### src/rtl/rl_pair_gen_controller_if.sv
// Signal bundle between the pair-generation controller (master) and the
// cell memories / filter bank it drives (slave).
interface rl_pair_gen_controller_if #(
    parameter int NUM_FILTER        = 7,
    parameter int PARTICLE_ID_WIDTH = 7
);
    logic                                          start;
    logic [PARTICLE_ID_WIDTH:0]                    ref_count;
    logic [NUM_FILTER*(PARTICLE_ID_WIDTH+1)-1:0]   nb_count;
    logic [NUM_FILTER-1:0]                         back_pressure;
    logic                                          all_buffer_empty;
    logic [PARTICLE_ID_WIDTH-1:0]                  ref_rd_addr;
    logic [PARTICLE_ID_WIDTH-1:0]                  nb_rd_addr;
    logic [PARTICLE_ID_WIDTH-1:0]                  ref_particle_id;
    logic [PARTICLE_ID_WIDTH-1:0]                  nb_particle_id;
    logic [NUM_FILTER-1:0]                         pair_valid;
    logic                                          busy;
    logic                                          done;

    modport master (
        input  start, ref_count, nb_count, back_pressure, all_buffer_empty,
        output ref_rd_addr, nb_rd_addr, ref_particle_id, nb_particle_id,
               pair_valid, busy, done
    );

    modport slave (
        output start, ref_count, nb_count, back_pressure, all_buffer_empty,
        input  ref_rd_addr, nb_rd_addr, ref_particle_id, nb_particle_id,
               pair_valid, busy, done
    );
endinterface

### src/rtl/rl_pair_gen_controller.sv
// Range-limited pair generator: for each home-cell reference particle, walks
// every neighbour slot across NUM_FILTER cells, issuing per-filter pair valids
// aligned with cell-memory read data, then drains the filter bank before the
// next reference.
module rl_pair_gen_controller #(
    parameter int NUM_FILTER        = 7,
    parameter int PARTICLE_ID_WIDTH = 7,
    parameter int RD_LATENCY        = 2,
    parameter int DRAIN_CYCLES      = 34
) (
    input logic                      clk,
    input logic                      rst,
    rl_pair_gen_controller_if.master bus
);
    localparam int PID     = PARTICLE_ID_WIDTH;
    localparam int CW      = PID + 1;
    localparam int WAIT_W  = (RD_LATENCY > 1) ? $clog2(RD_LATENCY) : 1;
    localparam int DRAIN_W = (DRAIN_CYCLES > 1) ? $clog2(DRAIN_CYCLES) : 1;
    localparam logic [WAIT_W-1:0]  WAIT_LAST  = WAIT_W'(RD_LATENCY - 1);
    localparam logic [DRAIN_W-1:0] DRAIN_LAST = DRAIN_W'(DRAIN_CYCLES - 1);

    typedef enum logic [2:0] {
        S_IDLE,
        S_LOAD_REF,
        S_PAIR,
        S_DRAIN,
        S_FINISH
    } state_t;

    state_t state, state_next;

    logic [CW-1:0]      ref_count_q;
    logic [CW-1:0]      nb_count_q [NUM_FILTER];
    logic [CW-1:0]      ref_idx;
    logic [CW-1:0]      nb_idx;
    logic [WAIT_W-1:0]  wait_cnt;
    logic [DRAIN_W-1:0] drain_cnt;
    logic               done_q;

    // Issue mask / neighbour index / reference index delayed by the memory latency.
    logic [RD_LATENCY-1:0][NUM_FILTER-1:0] mask_pipe;
    logic [RD_LATENCY-1:0][PID-1:0]        nb_pipe;
    logic [RD_LATENCY-1:0][PID-1:0]        ref_pipe;

    logic [CW-1:0]         max_count;
    logic [NUM_FILTER-1:0] issue_mask;
    logic                  line_empty;
    logic                  drain_qualify;
    logic                  latch_counts;
    logic                  pair_enter;
    logic                  issue;
    logic                  ref_advance;

    // Longest neighbour cell decides how many slots each reference walks.
    always_comb begin
        max_count = '0;
        for (int i = 0; i < NUM_FILTER; i++) begin
            if (nb_count_q[i] > max_count) max_count = nb_count_q[i];
        end
    end

    // Filters whose cell holds slot nb_idx; the home cell never pairs a particle with itself.
    always_comb begin
        issue_mask = '0;
        for (int i = 0; i < NUM_FILTER; i++) begin
            issue_mask[i] = (nb_idx < nb_count_q[i]);
        end
        if (nb_idx == ref_idx) issue_mask[0] = 1'b0;
    end

    assign line_empty    = ~|mask_pipe;
    assign drain_qualify = line_empty && bus.all_buffer_empty;

    // State register.
    always_ff @(posedge clk or negedge rst) begin
        if (!rst) begin
            state <= S_IDLE;
        end else begin
            // NOTE: every clocked assignment is non-blocking so all registers update from pre-edge values.
            state <= state_next;
        end
    end

    // Next-state logic and the strobes that steer the datapath counters.
    always_comb begin
        // NOTE: defaults first so no path through the case leaves a signal unassigned (no latches).
        state_next   = state;
        latch_counts = 1'b0;
        pair_enter   = 1'b0;
        issue        = 1'b0;
        ref_advance  = 1'b0;
        case (state)
            S_IDLE: begin
                if (bus.start) begin
                    latch_counts = 1'b1;
                    state_next   = (bus.ref_count == '0) ? S_FINISH : S_LOAD_REF;
                end
            end
            S_LOAD_REF: begin
                if (wait_cnt == WAIT_LAST) begin
                    pair_enter = 1'b1;
                    state_next = S_PAIR;
                end
            end
            S_PAIR: begin
                if (nb_idx >= max_count) begin
                    state_next = S_DRAIN;
                end else if (!(|bus.back_pressure)) begin
                    issue = 1'b1;
                    if (nb_idx + CW'(1) == max_count) state_next = S_DRAIN;
                end
            end
            S_DRAIN: begin
                if (drain_qualify && (drain_cnt == DRAIN_LAST)) begin
                    ref_advance = 1'b1;
                    state_next  = (ref_idx + CW'(1) == ref_count_q) ? S_FINISH : S_LOAD_REF;
                end
            end
            S_FINISH: state_next = S_IDLE;
            default:  state_next = S_IDLE;
        endcase
    end

    // Latched counts, walk indices, wait/drain counters and the done pulse.
    always_ff @(posedge clk or negedge rst) begin
        if (!rst) begin
            ref_count_q <= '0;
            // NOTE: the count array is only NUM_FILTER registers, so it is reset like any other flop.
            for (int i = 0; i < NUM_FILTER; i++) nb_count_q[i] <= '0;
            ref_idx     <= '0;
            nb_idx      <= '0;
            wait_cnt    <= '0;
            drain_cnt   <= '0;
            done_q      <= 1'b0;
        end else begin
            if (latch_counts) begin
                ref_count_q <= bus.ref_count;
                for (int i = 0; i < NUM_FILTER; i++) nb_count_q[i] <= bus.nb_count[i*CW +: CW];
                ref_idx <= '0;
            end else if (ref_advance) begin
                ref_idx <= ref_idx + CW'(1);
            end

            if (pair_enter)  nb_idx <= '0;
            else if (issue)  nb_idx <= nb_idx + CW'(1);

            wait_cnt <= (state == S_LOAD_REF) ? wait_cnt + 1'b1 : '0;

            if ((state == S_DRAIN) && drain_qualify && !ref_advance) drain_cnt <= drain_cnt + 1'b1;
            else                                                    drain_cnt <= '0;

            done_q <= (state == S_FINISH);
        end
    end

    // Delay line: stage 0 captures this cycle's issue, the last stage meets the read data.
    always_ff @(posedge clk or negedge rst) begin
        if (!rst) begin
            mask_pipe <= '0;
            nb_pipe   <= '0;
            ref_pipe  <= '0;
        end else begin
            mask_pipe[0] <= issue ? issue_mask : '0;
            nb_pipe[0]   <= nb_idx[PID-1:0];
            ref_pipe[0]  <= ref_idx[PID-1:0];
            for (int k = 1; k < RD_LATENCY; k++) begin
                mask_pipe[k] <= mask_pipe[k-1];
                nb_pipe[k]   <= nb_pipe[k-1];
                ref_pipe[k]  <= ref_pipe[k-1];
            end
        end
    end

    assign bus.ref_rd_addr     = ref_idx[PID-1:0];
    assign bus.nb_rd_addr      = nb_idx[PID-1:0];
    assign bus.pair_valid      = mask_pipe[RD_LATENCY-1];
    assign bus.nb_particle_id  = nb_pipe[RD_LATENCY-1];
    assign bus.ref_particle_id = ref_pipe[RD_LATENCY-1];
    assign bus.busy            = (state != S_IDLE);
    assign bus.done            = done_q;
endmodule

### src/flat_wrapper.sv
// flat-port wrapper written by rule: the top's interface ports become plain ports
module rl_pair_gen_controller_flat 
#(
    parameter int NUM_FILTER        = 7,
    parameter int PARTICLE_ID_WIDTH = 7,
    parameter int RD_LATENCY        = 2,
    parameter int DRAIN_CYCLES      = 34
)
  (clk, rst, bus_start, bus_ref_count, bus_nb_count, bus_back_pressure, bus_all_buffer_empty, bus_ref_rd_addr, bus_nb_rd_addr, bus_ref_particle_id, bus_nb_particle_id, bus_pair_valid, bus_busy, bus_done);
  rl_pair_gen_controller_if #(.NUM_FILTER(NUM_FILTER), .PARTICLE_ID_WIDTH(PARTICLE_ID_WIDTH)) bus_i ();
  input logic clk;
  input logic rst;
  input wire logic [$bits(bus_i.start)-1:0] bus_start;
  input wire logic [$bits(bus_i.ref_count)-1:0] bus_ref_count;
  input wire logic [$bits(bus_i.nb_count)-1:0] bus_nb_count;
  input wire logic [$bits(bus_i.back_pressure)-1:0] bus_back_pressure;
  input wire logic [$bits(bus_i.all_buffer_empty)-1:0] bus_all_buffer_empty;
  output wire logic [$bits(bus_i.ref_rd_addr)-1:0] bus_ref_rd_addr;
  output wire logic [$bits(bus_i.nb_rd_addr)-1:0] bus_nb_rd_addr;
  output wire logic [$bits(bus_i.ref_particle_id)-1:0] bus_ref_particle_id;
  output wire logic [$bits(bus_i.nb_particle_id)-1:0] bus_nb_particle_id;
  output wire logic [$bits(bus_i.pair_valid)-1:0] bus_pair_valid;
  output wire logic [$bits(bus_i.busy)-1:0] bus_busy;
  output wire logic [$bits(bus_i.done)-1:0] bus_done;
  assign bus_i.start = bus_start;
  assign bus_i.ref_count = bus_ref_count;
  assign bus_i.nb_count = bus_nb_count;
  assign bus_i.back_pressure = bus_back_pressure;
  assign bus_i.all_buffer_empty = bus_all_buffer_empty;
  assign bus_ref_rd_addr = bus_i.ref_rd_addr;
  assign bus_nb_rd_addr = bus_i.nb_rd_addr;
  assign bus_ref_particle_id = bus_i.ref_particle_id;
  assign bus_nb_particle_id = bus_i.nb_particle_id;
  assign bus_pair_valid = bus_i.pair_valid;
  assign bus_busy = bus_i.busy;
  assign bus_done = bus_i.done;
  rl_pair_gen_controller #(.NUM_FILTER(NUM_FILTER), .PARTICLE_ID_WIDTH(PARTICLE_ID_WIDTH), .RD_LATENCY(RD_LATENCY), .DRAIN_CYCLES(DRAIN_CYCLES)) u_core (.clk(clk), .rst(rst), .bus(bus_i));
endmodule
### config.mk
export PLATFORM = sky130hd
export DESIGN_NAME = rl_pair_gen_controller_flat
export DESIGN_NICKNAME = d
export VERILOG_FILES = /design/src/rtl/rl_pair_gen_controller_if.sv /design/src/rtl/rl_pair_gen_controller.sv /design/src/flat_wrapper.sv
export SDC_FILE = /design/constraint.sdc
export NUM_CORES = 1
export LEC_CHECK = 0
export CORE_ASPECT_RATIO = 1.1
export CORE_MARGIN = 10
export CORE_UTILIZATION = 50
export CTS_BUF_LIST = sky130_fd_sc_hd__clkbuf_2
export DETAILED_ROUTE_END_ITERATION = 7
export DONT_BUFFER_PORTS = 1
export GPL_ROUTABILITY_DRIVEN = 0
export PLACE_DENSITY = 0.73
export SLEW_MARGIN = 20
export SYNTH_ARGS = -nofsm -noshare
export SYNTH_HDL_FRONTEND = slang
export SYNTH_SLANG_ARGS = --single-unit
### constraint.sdc
create_clock -name clk -period 13.91 [get_ports clk]
set_input_delay 2.782 -clock clk [delete_from_list [all_inputs] [get_ports clk]]
set_output_delay 2.782 -clock clk [all_outputs]
set_load 0.05 [all_outputs]
==> out/qor.yml <==
outcome:
  status: "completed"
clock_tree:
  cts.sinks: 133
  htreeDepth: 4
  cts_root_buf: "clkbuf_2"
  insertion_delay_ps: 750
  clockBufferDepth: 2
  clk_pin_slew_ps: 220
  cts_tree: "done"
  cts_hold_buf: 0
  cts_buffers: 17
setup_path:
  cp_max_fo: 14
  worst_setup_path_end_kind: "flop"
  cpLargestDelayFamily: "compound AO/OA/AOI/OAI gates"
  crit_required_ps: 14570
  cp_common_cell: "o21ai_0"
  slowest_stage: "a222oi_1"
  crit_buf_inv: 8
  critical_path_class: "flop to flop"
  slowest_delay_ps: 640
  crit_path_start_kind: "flop"
  arrival_ps: 13650
timing:
  relSlewSlack: 0.4834
  timing.final.crit_share: 0.9338
  final-hold-violation-count: 0
  finClkSkew_ps: 25.16
  final_max_slew_viol_count: 0
  fmax_mhz: 76.99
  setup_violations: 0
  tightest_slew_ps: 775.0
  tns_ps: 0
  min_period_ps: 12990
cells_and_area:
  multi_input_area_sq_mm: 0.004786
  final_nets: 1124
  area_growth_pct: 4.784
  final_common_cell: "dfrtp_1"
  fill_cells: 1546
  drive_above_1_share: 0.09385
  seq_area_sq_mm: 0.003328
  mostFrequentLayoutCells: "dfrtp_1, nand2_1, o21ai_0"
  fin_util: 0.5360
  final_cells: 1194
power:
  pwr-share-clk: 0.099
  peakVddDrop_uv: 234.4
  p_per_area_mw_per_mm2: 279.0
  seqPwrFrac: 0.173
  power.switching_mw: 1.250
  p_leak_nw: 4.438
  p_sw_frac: 0.4895
  p_comb_frac: 0.728
  p_int_mw: 1.304
global_routing:
  grt_max_degree: 134
  antenna_found_initial: 1
  grt_pass1_wl_mm: 34.20
  grt_pass1_vias: 6608
  track_usage: 0.1850
  grt_overflow_total: 0
routing:
  num_vias: 6800
  vias_per_cell: 5.695
  firstDrtPassIters: 5
  drt_wl_total_mm: 21.70
  initialDrtViolationCount: 504
  drc: 0
  wl_per_cell_um: 18.17
  postRouteAntennaNets: 0
place:
  dp_hpwl_mm: 16.21
  numPlacedInstances: 1149
  io_buffer_count: 0
synth:
  ys.warnings.count: 0
  synth_area_per_cell_sq_um: 9.006
  synthArstFlopShare: 1.000
  synth_xor_xnor_area_share: 0.04311
  synth_top_family_by_area: "compound AO/OA/AOI/OAI gates"
  synthDominantCellAreaShare: 0.3810
  synth.distinct_cells: 71
  ys_seq_elements: 133
  synth-edff-count: 0
  synthMuxAreaShare: 0.01977
  yosysSeqAreaShare: 0.3810
  synth_simple_gate_area_frac: 0.1590
  synth_nets: 1148
  postSynthCellCount: 970
  synth_area_sq_mm: 0.008736
  synth-main-ff-cell: "dfrtp_1"
  synth_largest_area_cell: "dfrtp_1"
  ys_top_cells_by_area: "dfrtp_1, ha_1, o21ai_0, nand2_1, inv_1"
  synthAdderAreaFrac: 0.1475
  synth_compound_area_frac: 0.1700
die:
  fp.dieW_um: 146.0
  die_y_um: 158.6
  num_rows: 50
  io-pin-count: 112
  core_area_sq_mm: 0.01708
  fp.dieArea_sq_mm: 0.02316
  initial_core_util: 0.5115
job:
  drv_cap: 0
hold_path:
  hold_class: "flop to flop"
## worst reg2reg max path, delay by kind of cell, from the launching register on
family	cells	cell delay [ps]
DFF	1	430
muxes	4	1270
AOI/OAI and AO/OA	28	5030
buffers and inverters	8	1000
and+or+nand+nor	23	3310
adders and majority gates	7	1840
## repair_timing
item,CTS,global route
endpoints found under the setup margin,0,16
buffers inserted,0,10
gates resized for setup,0,15
## power groups by stage
stage	clock [mW]	combinational, mW	sequential, mW
after floorplan	0	1.35	0.435
after global placement	0	1.67	0.447
after detailed placement	0	1.71	0.447
after CTS	0.261	1.72	0.440
after global routing	0.278	2.07	0.444
final	0.254	1.86	0.441
## cells in the mapped netlist (all sizes together), types with 11 or more instances
master and count:
dfrtp 133, nor2 44, nand2b 22, xor2 16, a21oi 44, nor2b 16
nand3 25, nand4 12, inv 82, nor3 16, xnor2 27, o21a 11
clkbuf 28, o21ai 118, ha 103, nand2 122, buf 38
## cells by family after synthesis
kind of cell             count (synthesis)
AND/OR/NAND/NOR                        291
AO/OA/AOI/OAI                          236
buffers and inverters                  148
flip-flops                             133
adder cells (fa/ha/maj)                103
XOR/XNOR                                43
multiplexers                            16
## metrics by stage
| stage | setup WS [ps] | hold WS (ps) | total power [mW] | area [sq um] |
|---|---|---|---|---|
| floorplan | 1279 | 331.2 | 1.786 | 8736 |
| global placement | 519.6 | 331.3 | 2.115 | 8731 |
| detailed placement | 113.3 | 334.7 | 2.152 | 8731 |
| CTS | 21.12 | 367.6 | 2.424 | 8990 |
| global route | -66.73 | 384.8 | 2.793 | 9154 |
| finish | 921.4 | 375.7 | 2.554 | 9154 |
## cell type report
| type | instances | share of cell area |
|---|---|---|
| multi-input combinational | 690 | 0.5228 |
| sequential | 133 | 0.3636 |
| inverter | 82 | 0.03362 |
| tap | 234 | 0.03198 |
| timing repair buffer | 22 | 0.01941 |
| clock inverter | 14 | 0.01845 |
| clock buffer | 18 | 0.009841 |
| antenna | 1 | 0.0002734 |
## path summary, 6_finish.rpt
path / start / end / slack, ps / depth (start not counted)
min in group asynchronous: rst / u_core.nb_count_q[0] / 1710 / 0
worst min-delay path: u_core.nb_pipe[3] / u_core.bus.nb_particle_id[3] / 380 / 0
worst min register to register: u_core.nb_pipe[3] / u_core.bus.nb_particle_id[3] / 380 / 0
worst max register to register: u_core.nb_count_q[49] / u_core.nb_idx[2] / 920 / 70
worst max-delay path: u_core.nb_count_q[49] / u_core.nb_idx[2] / 920 / 70
max in group asynchronous: rst / u_core.nb_count_q[27] / 11830 / 0
## per-layer routing
layer	wire [um]	global-route usage	share of wire	up-vias
met5	0	0	0	-
met4	628	0.07964	0.029	0
met3	1517	0.04571	0.070	49
met2	9840	0.2935	0.45	230
met1	9709	0.2368	0.45	3232
li1	-	-	-	3289
## sequential cells by signal, summed over array words and instances, names as in the netlist
| name | cells |
|---|---|
| u_core.bus.done | 1 |
| u_core.nb_count_q | 56 |
| u_core.drain_cnt | 6 |
| u_core.bus.ref_particle_id | 7 |
| u_core.state | 3 |
| u_core.ref_pipe | 7 |
| u_core.nb_pipe | 7 |
| u_core.bus.nb_particle_id | 7 |
| u_core.bus.pair_valid | 7 |
| u_core.wait_cnt | 1 |
| u_core.ref_count_q | 8 |
| u_core.ref_idx | 8 |
| u_core.mask_pipe | 7 |
| u_core.nb_idx | 8 |
Power figures use the tool's default switching activity.
